`src/rtl/press_classifier_pkg.sv`:
```
// rtl/press_classifier_pkg.sv - shared encodings for the press classifier
// Purpose: state encoding and event codes used by press_classifier and its bench.
// Ports: none (package).
package press_classifier_pkg;

   localparam logic [2:0] ENC_ARM    = 3'd0;
   localparam logic [2:0] ENC_IDLE   = 3'd1;
   localparam logic [2:0] ENC_PRESS1 = 3'd2;
   localparam logic [2:0] ENC_WAIT2  = 3'd3;
   localparam logic [2:0] ENC_DRAIN  = 3'd4;

   typedef enum logic [2:0] {
      ST_ARM    = ENC_ARM,
      ST_IDLE   = ENC_IDLE,
      ST_PRESS1 = ENC_PRESS1,
      ST_WAIT2  = ENC_WAIT2,
      ST_DRAIN  = ENC_DRAIN
   } state_e;

   localparam logic [1:0] EVT_NONE   = 2'b00;
   localparam logic [1:0] EVT_SHORT  = 2'b01;
   localparam logic [1:0] EVT_LONG   = 2'b10;
   localparam logic [1:0] EVT_DOUBLE = 2'b11;

endpackage

```
`src/rtl/press_classifier_if.sv`:
```
// rtl/press_classifier_if.sv - button-level input and classification outputs
// Purpose: bundles the debounced level and the event outputs of press_classifier.
// Signals: db_level (to classifier), short_tick/long_tick/double_tick (one-cycle
//          events), last_evt (most recent event code), busy (press being tracked).
// Modports: master drives db_level and observes outputs; slave is the classifier.
interface press_classifier_if;
   logic       db_level;
   logic       short_tick;
   logic       long_tick;
   logic       double_tick;
   logic [1:0] last_evt;
   logic       busy;

   modport master (
      output db_level,
      input  short_tick, long_tick, double_tick, last_evt, busy
   );

   modport slave (
      input  db_level,
      output short_tick, long_tick, double_tick, last_evt, busy
   );
endinterface

```
`src/rtl/press_timer.sv`:
```
// rtl/press_timer.sv - loadable up-counter with limit compare
// Purpose: counts press / gap samples for the classifier FSM.
// Ports: clk, reset_n (async active-low), load1 (set count to 1), inc (count+1),
//        limit (runtime terminal value), hit (the next increment reaches limit).
module press_timer #(
   parameter int CNT_W = 26
) (
   input  logic             clk,
   input  logic             reset_n,
   input  logic             load1,
   input  logic             inc,
   input  logic [CNT_W-1:0] limit,
   output logic             hit
);

   localparam logic [CNT_W-1:0] ONE = CNT_W'(1);

   logic [CNT_W-1:0] count_q, count_d;

   always_comb begin
      count_d = count_q;
      if (load1) begin
         count_d = ONE;
      end else if (inc) begin
         count_d = count_q + ONE;
      end
   end

   always_ff @(posedge clk or negedge reset_n) begin
      if (!reset_n) begin
         count_q <= '0;
      end else begin
         count_q <= count_d;
      end
   end

   // Looks one sample ahead so the FSM can register the tick on the same edge
   // at which the count reaches the limit.
   assign hit = (count_q == limit - ONE);

endmodule

```
`src/rtl/press_classifier.sv`:
```
// rtl/press_classifier.sv - classifies debounced presses as short, long or double
// Purpose: turns the debounced button level into one-cycle event ticks plus a
//          held last-event code.
// Ports: clk, reset_n (async active-low), bus (press_classifier_if.slave):
//        db_level in; short_tick, long_tick, double_tick, last_evt, busy out.
// Build option: PRESS_CLASSIFIER_DOUBLE_EN enables double-press detection
//               (WAIT2 state); when undefined a short press reports on release.
module press_classifier
   import press_classifier_pkg::*;
#(
   parameter int LONG_CYC = 50_000_000,
   parameter int DBL_CYC  = 25_000_000,
   parameter int CNT_W    = 26
) (
   input  logic               clk,
   input  logic               reset_n,
   press_classifier_if.slave  bus
);

   localparam logic [CNT_W-1:0] LONG_LIM = CNT_W'(LONG_CYC);
   localparam logic [CNT_W-1:0] DBL_LIM  = CNT_W'(DBL_CYC);

   state_e     state_q, state_d;
   logic       short_q, short_d;
   logic       long_q, long_d;
   logic       dbl_q, dbl_d;
   logic [1:0] last_q, last_d;
   logic       busy_q, busy_d;

   logic             load1;
   logic             inc;
   logic             hit;
   logic [CNT_W-1:0] limit;

   press_timer #(.CNT_W(CNT_W)) u_timer (
      .clk     (clk),
      .reset_n (reset_n),
      .load1   (load1),
      .inc     (inc),
      .limit   (limit),
      .hit     (hit)
   );

   always_comb begin
      state_d = state_q;
      short_d = 1'b0;
      long_d  = 1'b0;
      dbl_d   = 1'b0;
      last_d  = last_q;
      load1   = 1'b0;
      inc     = 1'b0;
      limit   = (state_q == ST_WAIT2) ? DBL_LIM : LONG_LIM;

      case (state_q)
         // A level already high when reset releases must be seen low once
         // before it can start a press.
         ST_ARM: begin
            if (!bus.db_level) state_d = ST_IDLE;
         end
         ST_IDLE: begin
            if (bus.db_level) begin
               state_d = ST_PRESS1;
               load1   = 1'b1;
            end
         end
         ST_PRESS1: begin
            if (bus.db_level) begin
               inc = 1'b1;
               if (hit) begin
                  long_d  = 1'b1;
                  last_d  = EVT_LONG;
                  state_d = ST_DRAIN;
               end
            end else begin
`ifdef PRESS_CLASSIFIER_DOUBLE_EN
               // The release sample is the first gap sample; a one-sample
               // window is therefore already complete here.
               if (DBL_CYC == 1) begin
                  short_d = 1'b1;
                  last_d  = EVT_SHORT;
                  state_d = ST_IDLE;
               end else begin
                  load1   = 1'b1;
                  state_d = ST_WAIT2;
               end
`else
               short_d = 1'b1;
               last_d  = EVT_SHORT;
               state_d = ST_IDLE;
`endif
            end
         end
         ST_WAIT2: begin
`ifdef PRESS_CLASSIFIER_DOUBLE_EN
            // A re-press wins over the window closing on the same edge.
            if (bus.db_level) begin
               dbl_d   = 1'b1;
               last_d  = EVT_DOUBLE;
               state_d = ST_DRAIN;
            end else begin
               inc = 1'b1;
               if (hit) begin
                  short_d = 1'b1;
                  last_d  = EVT_SHORT;
                  state_d = ST_IDLE;
               end
            end
`else
            state_d = ST_IDLE;
`endif
         end
         ST_DRAIN: begin
            if (!bus.db_level) state_d = ST_IDLE;
         end
         default: begin
            state_d = ST_ARM;
         end
      endcase

      busy_d = !((state_d == ST_IDLE) || (state_d == ST_ARM));
   end

   always_ff @(posedge clk or negedge reset_n) begin
      if (!reset_n) begin
         state_q <= ST_ARM;
         short_q <= 1'b0;
         long_q  <= 1'b0;
         dbl_q   <= 1'b0;
         last_q  <= EVT_NONE;
         busy_q  <= 1'b0;
      end else begin
         state_q <= state_d;
         short_q <= short_d;
         long_q  <= long_d;
         dbl_q   <= dbl_d;
         last_q  <= last_d;
         busy_q  <= busy_d;
      end
   end

   assign bus.short_tick  = short_q;
   assign bus.long_tick   = long_q;
   assign bus.double_tick = dbl_q;
   assign bus.last_evt    = last_q;
   assign bus.busy        = busy_q;

endmodule

```
`src/flat_wrapper.sv`:
```
// flat-port wrapper written by rule: the top's interface ports become plain ports
module press_classifier_flat import press_classifier_pkg::*;
#(
   parameter int LONG_CYC = 50_000_000,
   parameter int DBL_CYC  = 25_000_000,
   parameter int CNT_W    = 26
)
  (clk, reset_n, bus_db_level, bus_short_tick, bus_long_tick, bus_double_tick, bus_last_evt, bus_busy);
  press_classifier_if bus_i ();
  input  logic clk;
  input  logic reset_n;
  input wire logic [$bits(bus_i.db_level)-1:0] bus_db_level;
  output wire logic [$bits(bus_i.short_tick)-1:0] bus_short_tick;
  output wire logic [$bits(bus_i.long_tick)-1:0] bus_long_tick;
  output wire logic [$bits(bus_i.double_tick)-1:0] bus_double_tick;
  output wire logic [$bits(bus_i.last_evt)-1:0] bus_last_evt;
  output wire logic [$bits(bus_i.busy)-1:0] bus_busy;
  assign bus_i.db_level = bus_db_level;
  assign bus_short_tick = bus_i.short_tick;
  assign bus_long_tick = bus_i.long_tick;
  assign bus_double_tick = bus_i.double_tick;
  assign bus_last_evt = bus_i.last_evt;
  assign bus_busy = bus_i.busy;
  press_classifier #(.LONG_CYC(LONG_CYC), .DBL_CYC(DBL_CYC), .CNT_W(CNT_W)) u_core (.clk(clk), .reset_n(reset_n), .bus(bus_i));
endmodule
```
`config.mk`:
```
export PLATFORM = sky130hd
export DESIGN_NAME = press_classifier_flat
export DESIGN_NICKNAME = d
export VERILOG_FILES = /design/src/rtl/press_classifier_pkg.sv /design/src/rtl/press_classifier_if.sv /design/src/rtl/press_timer.sv /design/src/rtl/press_classifier.sv /design/src/flat_wrapper.sv
export SDC_FILE = /design/constraint.sdc
export NUM_CORES = 1
export LEC_CHECK = 0
export ABC_AREA = 1
export CAP_MARGIN = 25
export CELL_PAD_IN_SITES_DETAIL_PLACEMENT = 0
export CELL_PAD_IN_SITES_GLOBAL_PLACEMENT = 1
export CORE_UTILIZATION = 35
export DETAILED_ROUTE_END_ITERATION = 8
export DONT_BUFFER_PORTS = 1
export PLACE_DENSITY = 0.61
export SLEW_MARGIN = 40
export SYNTH_ARGS = -nofsm -noshare
export SYNTH_HDL_FRONTEND = slang
export SYNTH_SLANG_ARGS = --single-unit
```
`constraint.sdc`:
```
create_clock -name clk -period 2.1 [get_ports clk]
set_clock_uncertainty 0.15 [all_clocks]
set_input_delay 0.21 -clock clk [delete_from_list [all_inputs] [get_ports clk]]
set_output_delay 0.21 -clock clk [all_outputs]
set_load 0.02 [all_outputs]
```
# --- Word-level counts from Yosys, hierarchy flattened ---
# Index checks and enable logic that the tools add are counted.
totals:
  out_inout_bits: 6
  register_bits: 34
  word_cells: 40
  inputBits: 3
op_classes:
  n_reduce_logical: 7
  n_mux: 18
  eq_ne: 7
  addsub: 2
op_table:
  columns: ["cell", "count"]
  rows:
  - ["26-bit 2-to-1 mux", 3]
  - ["26-bit by 1-bit adder with 26-bit output, second input constant", 1]
  - ["26-bit equality test", 1]
  - ["26-bit by 1-bit subtractor with 26-bit output, second input constant", 1]
  - ["3-bit 2-to-1 mux", 4]
  - ["3-bit one-hot mux with 4 select lines", 1]
  - ["1-bit 2-to-1 mux", 8]
  - ["3-bit by 1-bit equality test with 1-bit output, second input constant", 2]
  - ["3-bit by 2-bit equality test with 1-bit output, second input constant", 2]
  - ["3-bit zero test", 2]
  - ["2-bit 2-to-1 mux", 2]
  - ["3-bit equality test, second input constant", 1]
  - ["2-bit by 1-bit != test with 1-bit output, second input constant", 1]
  - ["2-bit AND reduction", 1]
  - ["2-bit nonzero test", 1]
  - ["2-bit OR reduction", 1]
  - ["1-bit zero test", 1]
  - ["1-bit logical OR", 1]

# --- Longest topological paths before layout ---
# Gate-level depths: netlist (run 1).
logic_depth:
  word_depth: 10
  mapped_depth: 10
  ltp_nobuf: 10

# --- By module ---
# Synthesis (run 1) repeated with hierarchy kept, for this count alone.
unflattened:
  cells_unflattened: 457
  area_unflattened_um2: 2895.3
by_module_without_submodules:
  columns: ["mod", "cells_each", "instances", "area_per_inst_um2"]
  rows:
  - ["press_timer", 411, 1, 2509.9]
  - ["press_classifier", 46, 1, 385.4]

# --- Worst setup path before layout (run 1) ---
# Ideal clock, no wire load.
synth_path:
  kind: "reg-to-reg"
  startpoint: "register u_core.u_timer.count_q[0]"
  endpoint: "register u_core.u_timer.count_q[14]"
  path_slack_ns: 0.474
  arrival_time_ns: 1.352
  setup_time_ns: 0.123
  n_path_buf: 0
  stages_incl_launch_ff: 9
  path_cell_list: "dfrtp_1 -> ha_1 -> inv_1 -> nor2_2 -> nand2_1 -> nor2_1 -> nand3_1 -> o21ai_0 -> a21oi_1"
synth_via:
  elab_chain_cells: 3
synth_rtl:
  columns: ["element", "line", "rtl"]
  rows:
  - ["start, declared", "press_timer.sv:18", "logic [CNT_W-1:0] count_q, count_d;"]
  - ["start signal, assigned", "press_timer.sv:33", "count_q <= count_d;"]
  - ["26-bit by 1-bit adder with 26-bit output", "press_timer.sv:25", "count_d = count_q + ONE;"]
  - ["26-bit 2-to-1 mux", "press_timer.sv:24", "end else if (inc) begin"]
  - ["26-bit 2-to-1 mux", "press_timer.sv:22", "if (load1) begin"]
# No other way between the ends. The select of a mux whose other input is x is not followed.
# A chain may end at the register's enable or synchronous reset.

# --- Final worst setup path (run 1) ---
# Ends and elaborated chain as after synthesis.

==> run summary, run 1 <==
overall die width: 79.4 um
Yosys warning total: 0
global-route wire length before repair: 9490 um
Power Internal: 1.18 mW
Clock Tree Buf Depth: 2
max-slew violation count: 0
total negative slack for setup checks: 0 ns
number of instances in the synthesized netlist: 306
final hold violations: 0
number of antenna violations at the first check in global routing: 0
highest clock rate: 550 MHz
synth-to-layout area growth: 11.0%
instance count on the critical path: 8
worst supply voltage drop on vdd: 0.000576 V
Static Leak: 1.01 nW
post-synthesis share of cell area spent on xor and xnor gates: 1.67%
fraction of final layout cells with drive strength greater than 1: 7.32%
reg-to-reg endpoint: u_core.u_timer.count_q[14]
TritonCTS clock tree: done
synthesized area per cell: 6.85 um2
final worst hold slack: 0.0517 ns
Clock power frac: 35.2%
switching power: 552 uW
critical path's largest stage delay: 0.42 ns
post-route antenna net violation count: 0
total power per unit cell area: 745 nW/um2
summed instance area of the synthesized netlist: 2100 um2
kind of end point of the critical path: register
proportion of synthesized area in mux cells: 0%
reg2reg setup slack: 0.28 ns
number of buffer and inverter instances along the worst setup path: 1
Critical path destination: u_core.u_timer.count_q[14]
DRC marker count from the first detailed-route iteration: 177
startpoint type of the worst setup path: register
number of sinks handled by clock tree synthesis: 34
Reg2Reg Depth: 8
drt wl/cell: 14.9 um
total track usage: 20.4%
sequential power share: 49.1%
Total Routed Length: 5760 um
via count of the first global-routing pass: 1,875
critical path's top delay family: simple AND/OR/NAND/NOR gates
most common cell after layout, fill and taps aside: nand2_1
hpwl dp: 4250 um
H-tree lvl count: 2
Die Footprint: 6310 um2
launching point of the worst reg2reg path: u_core.u_timer.count_q[0]
diode insertion count for antenna repair: 0
detailed-router iteration count before antenna repair: 4
Synth Area in Simple Gates: 42.0%
beginning of the critical path: u_core.u_timer.count_q[0]
top library cells by usage in the layout, fill and taps aside: nand2_1, nor2_1, dfrtp_1
global route overflow: 0
sequential share of the synthesized area: 40.6%
number of I/O port buffers: 0
placeable core region: 5640 um2
setup repair bufs after CTS: 0
final setup fails: 0
footprint of the multi-input gates: 1100 um2
total DRC errors in the routed layout: 0
distinct cell type count after synthesis: 28
Period Utilization, post-route: 86.6%
final estimated routing congestion in global placement: 0.831
highest fanout seen on the critical path: 6
Root Driver: clkbuf_8
# IOs: 9
fin crit period: 1.82 ns
syn_nets: 310
clock latency at the later pin of the worst-skew pair: 0.29 ns
post-synthesis compound-gate area fraction: 7.70%
status: finished clean
switching share of power: 31.9%
filler cell count in the final layout: 591
clock slew at reported path FFs: 0.07 ns
flip-flop and latch count after synthesis: 34
adder-cell share of the synthesized area: 0.597%
y dimension of the die: 79.4 um
required time at the endpoint of the critical path: 2.13 ns
initial cell density of the core: 37.2%
worst hold stages: 3
critical path cell sequence: ha_2 -> inv_1 -> nor2_4 -> nand2_1 -> nor2_1 -> nand3_1 -> o21ai_0 -> a21oi_1
setup repair after global routing missed its margin: no
FF/Latch Area: 851 um2
mean number of vias per cell: 5.06
combinational family with the most area after synthesis: simple AND/OR/NAND/NOR gates
power share of the combinational group: 15.7%
maximum number of pins on one net before global-route repair: 35
Crit Path Class: reg2reg
vias: 1,953
TritonCTS buffer count: 5
path category of the worst min-delay check: in2reg
Rows: 27
slowest CP cell: dfrtp_1
critical path data arrival time: 1.84 ns
Maximum Capacitance Violations: 0
net total in the final layout: 317
-- sequential cells by signal, summed over array words and instances (netlist names) --
register                count
u_core.state_q              3
u_core.bus.busy             1
u_core.bus.short_tick       1
u_core.bus.last_evt         2
u_core.u_timer.count_q     26
u_core.bus.long_tick        1
-- layout make-up --
class / instances / share of cell area, %
well taps: 72 / 3.87
clock buffers: 7 / 3.28
repair buffers: 5 / 2.37
multi-input cells: 234 / 47.3
flip-flops and latches: 34 / 36.6
clock inverters: 1 / 1.29
inverters: 33 / 5.32
-- worst register-to-register path, stage by stage (launching register included) --
cell and delay [ns]:
dfrtp_1 0.42, ha_2 0.25, inv_1 0.08, nor2_4 0.16, nand2_1 0.11, nor2_1 0.19
nand3_1 0.13, o21ai_0 0.17, a21oi_1 0.06
-- worst min-delay path by stage --
| stage | startpoint | endpoint | slack (ns) |
|---|---|---|---|
| 6_report | bus_db_level | u_core.u_timer.count_q[0] | 0.05 |
| 3_3_place_gp | reset_n | u_core.u_timer.count_q[22] | -0.23 |
| 3_5_place_dp | reset_n | u_core.u_timer.count_q[22] | -0.23 |
| 4_1_cts | bus_db_level | u_core.u_timer.count_q[0] | 0.05 |
| 2_1_floorplan | reset_n | u_core.bus.busy | -0.24 |
| 5_1_grt | bus_db_level | u_core.u_timer.count_q[0] | 0.09 |
-- synthesized netlist by cell type --
cell type / number / area share, %
nor2_2: 1 / 0.30
xnor2_1: 1 / 0.42
a21oi_1: 9 / 2.1
buf_4: 2 / 0.72
and3_2: 1 / 0.36
conb_1: 1 / 0.18
nand2_4: 1 / 0.54
and2_1: 1 / 0.30
nand4_1: 16 / 4.8
nor3_1: 3 / 0.72
a22o_2: 1 / 0.48
nand3b_1: 1 / 0.36
xor2_1: 3 / 1.3
nand2_2: 2 / 0.60
ha_1: 1 / 0.60
nand2_1: 95 / 17
inv_1: 33 / 5.9
nand3_1: 20 / 4.8
o31ai_1: 1 / 0.36
dfrtp_1: 34 / 41
o21ai_1: 2 / 0.48
nor3_2: 1 / 0.48
a31o_2: 1 / 0.42
nor2_4: 5 / 2.7
nor2_1: 51 / 9.1
o21ai_0: 16 / 3.8
buf_2: 2 / 0.48
clkbuf_1: 1 / 0.18
-- power groups by stage --
| stage | Clock, mW | Combinational, mW | Sequential (mW) |
|---|---|---|---|
| final | 0.610 | 0.272 | 0.851 |
| after global routing | 0.644 | 0.322 | 0.864 |
| after CTS | 0.623 | 0.272 | 0.847 |
| after detailed placement | 0 | 0.249 | 0.859 |
| after global placement | 0 | 0.249 | 0.863 |
| after floorplan | 0 | 0.205 | 0.820 |
-- metal layers --
layer  vias to the layer above  wire [um]  global-route usage, %
met3                         7        125                   3.09
met5                         -          0                      0
li1                        999          -                      -
met2                        22       2670                   31.8
met1                       925       2870                   28.9
met4                         0         87                   6.55
-- timing repair --
action,4_1_cts,5_1_grt
endpoints found under the setup margin,0,2
hold buffers,3,0
endpoints found under the hold margin,38,0
gates resized for setup,0,2
-- per-stage QoR --
| stage | std cells | instance area, um2 | power (mW) | utilization, % | setup WS (ns) |
|---|---|---|---|---|---|
| floorplan | 306 | 2100 | 1.02 | - | 0.474 |
| global placement | 375 | 2170 | 1.11 | 38.5 | 0.258 |
| detailed placement | 375 | 2170 | 1.11 | 38.5 | 0.234 |
| CTS | 386 | 2320 | 1.74 | 41.1 | 0.205 |
| global route | 386 | 2330 | 1.83 | 41.3 | 0.0481 |
| finish | 386 | 2330 | 1.73 | 41.3 | 0.281 |
-- kinds of logic after synthesis --
kind of cell               after synthesis
xor gates and xnor gates                 4
other                                    1
buffers and inverters                   38
AOI/OAI and AO/OA                       30
and+or+nand+nor                        198
DFF                                     34
adders and majority gates                1
(Power assumes the default switching activity.)
==> run 2: changes to the inputs <==
CTS_CLUSTER_DIAMETER = 80   (was not set)
==> results of run 2 <==
Final layout, timing and power as in run 1 (identical DEF).
==> run 3: changes to the inputs <==
CORE_ASPECT_RATIO = 1.2   (was not set)
==> run summary, run 3 (synthesis results as in run 1) <==
Period Utilization, post-route: 88.3% (was 86.6%)
initial cell density of the core: 36.8% (was 37.2%)
status: finished clean (unchanged)
worst supply voltage drop on vdd: 0.000407 V (was 0.000576 V)
maximum number of pins on one net before global-route repair: 35 (unchanged)
highest clock rate: 539 MHz (was 550 MHz)
Largest register FFs: 26 (unchanged)
# IOs: 9 (unchanged)
Rows: 30 (was 27)
Die Footprint: 6310 um2 (about the same)
CTS Hold Buffers Added: 3 (unchanged)
number of sinks handled by clock tree synthesis: 34 (unchanged)
y dimension of the die: 86.8 um (was 79.4 um)
DRC marker count from the first detailed-route iteration: 173 (was 177)
total track usage: 22.2% (was 20.4%)
Root Driver: clkbuf_8 (unchanged)
number of I/O port buffers: 0 (unchanged)
top library cells by usage in the layout, fill and taps aside: nand2_1, nor2_1, dfrtp_1 (unchanged)
Maximum Capacitance Violations: 0 (unchanged)
drt wl/cell: 15.2 um (was 14.9 um)
global route overflow: 0 (unchanged)
highest fanout seen on the critical path: 6 (unchanged)
setup repair after global routing missed its margin: no (unchanged)
detailed-router iteration count before antenna repair: 5 (was 4)
overall die width: 72.7 um (was 79.4 um)
startpoint type of the worst setup path: register (unchanged)
net total in the final layout: 319 (was 317)
Crit Path Class: reg2reg (unchanged)
total negative slack for setup checks: 0 ns (unchanged)
Reg2Reg Depth: 8 (unchanged)
mean number of vias per cell: 4.94 (was 5.06)
Total Routed Length: 6030 um (was 5760 um)
beginning of the critical path: u_core.u_timer.count_q[0] (unchanged)
number of cells upsized or downsized after cts: 0 (unchanged)
hpwl dp: 4540 um (was 4250 um)
vias: 1,957 (was 1,953)
required time at the endpoint of the critical path: 2.12 ns (was 2.13 ns)
global-route wire length before repair: 10,300 um (was 9490 um)
area of all placed cells without fillers: 2350 um2 (was 2330 um2)
Largest Register: u_core.u_timer.count_q (unchanged)
final setup fails: 0 (unchanged)
total DRC errors in the routed layout: 0 (unchanged)
synth-to-layout area growth: 11.9% (was 11.0%)
launching point of the worst reg2reg path: u_core.u_timer.count_q[0] (unchanged)
path category of the worst min-delay check: in2reg (unchanged)
clock latency at the later pin of the worst-skew pair: 0.29 ns (about the same)
cell area after placement: 2200 um2 (was 2170 um2)
fraction of final layout cells with drive strength greater than 1: 8.23% (was 7.32%)
clock slew at reported path FFs: 0.08 ns (was 0.07 ns)
diode insertion count for antenna repair: 0 (unchanged)
total power per unit cell area: 742 nW/um2 (was 745 nW/um2)
filler cell count in the final layout: 619 (was 591)
placeable core region: 5710 um2 (was 5640 um2)
TritonCTS clock tree: done (unchanged)
Static Leak: 1.03 nW (was 1.01 nW)
reg2reg setup slack: 0.25 ns (was 0.28 ns)
Cells after DPL: 385 (was 375)
final estimated routing congestion in global placement: 0.882 (was 0.831)
kind of end point of the critical path: register (unchanged)
via count of the first global-routing pass: 2,001 (was 1,875)
critical path data arrival time: 1.87 ns (was 1.84 ns)
post-route antenna net violation count: 0 (unchanged)
fin crit period: 1.85 ns (was 1.82 ns)
most common cell after layout, fill and taps aside: nand2_1 (unchanged)
Design Power: 1.74 mW (was 1.73 mW)
TritonCTS buffer count: 5 (unchanged)
Clock Tree Buf Depth: 2 (unchanged)
H-tree lvl count: 2 (unchanged)
reg-to-reg endpoint: u_core.u_timer.count_q[10] (was u_core.u_timer.count_q[14])
number of antenna violations at the first check in global routing: 0 (unchanged)
filler-free cell count of the finished design: 396 (was 386)
setup repair bufs after CTS: 0 (unchanged)
Critical path destination: u_core.u_timer.count_q[10] (was u_core.u_timer.count_q[14])
final hold violations: 0 (unchanged)
max-slew violation count: 0 (unchanged)
-- run 3: cell count changes in the layout (fill, tap and decap cells not counted) --
cell      delta
buf_4        +2
clkbuf_1     -2
clkinv_2     +2
ha_1         +1
ha_2         -1
nor2_2       +1
nor2_4       -1
-- run 3: through the flow --
| stage | utilization [%] | setup slack (ns) | hold slack, ns |
|---|---|---|---|
| floorplan | - | 0.474 | -0.236 |
| global placement | 38.5 | 0.247 | -0.235 |
| detailed placement | 38.5 | 0.258 | -0.235 |
| CTS | 41.1 | 0.216 | 0.0457 |
| global route | 41.1 | 0.0478 | 0.0524 |
| finish | 41.1 | 0.246 | 0.0526 |
-- run 3: area by class of cell --
type	count	area [um2]	area share (%)
clock buffers	5	68.8	2.93
clock inverters	3	40.0	1.71
multi-input cells	234	1090	46.6
well taps	80	100	4.26
flip-flops and latches	34	851	36.2
repair buffers	7	70.1	2.99
inverters	33	124	5.28
-- run 3: worst max-delay path, stage by stage, from the launching register on --
cell     delay (ns)
dfrtp_1        0.44
ha_1           0.29
inv_1          0.07
nor2_2         0.14
nand2_1        0.12
inv_1          0.17
nand2_2        0.09
o21ai_1        0.16
a21oi_1        0.09
-- run 3: worst min-delay path by stage --
stage	from	end	slack [ns]	depth (start not counted)
3_3_place_gp	reset_n	u_core.u_timer.count_q[8]	-0.23	0
3_5_place_dp	reset_n	u_core.u_timer.count_q[20]	-0.23	0
4_1_cts	bus_db_level	u_core.state_q[0]	0.05	3
5_1_grt	bus_db_level	u_core.state_q[0]	0.05	3
6_report	bus_db_level	u_core.state_q[0]	0.05	3
2_1_floorplan	reset_n	u_core.bus.busy	-0.24	0
-- run 3: where the power goes --
part	total [mW]	leakage, nW	switching (mW)	internal, mW
Clock	0.614	0.0579	0.264	0.350
Sequential	0.843	0.452	0.114	0.730
Combinational	0.285	0.521	0.184	0.101
-- run 3: layer usage --
metal  vias to the layer above  GRT usage, %  part of all wire, %
met3                        12          3.26                  2.0
met2                        30          39.0                   50
met4                         0          8.38                  2.5
met5                         -             0                    0
met1                       916          27.2                   45
li1                        999             -                    -
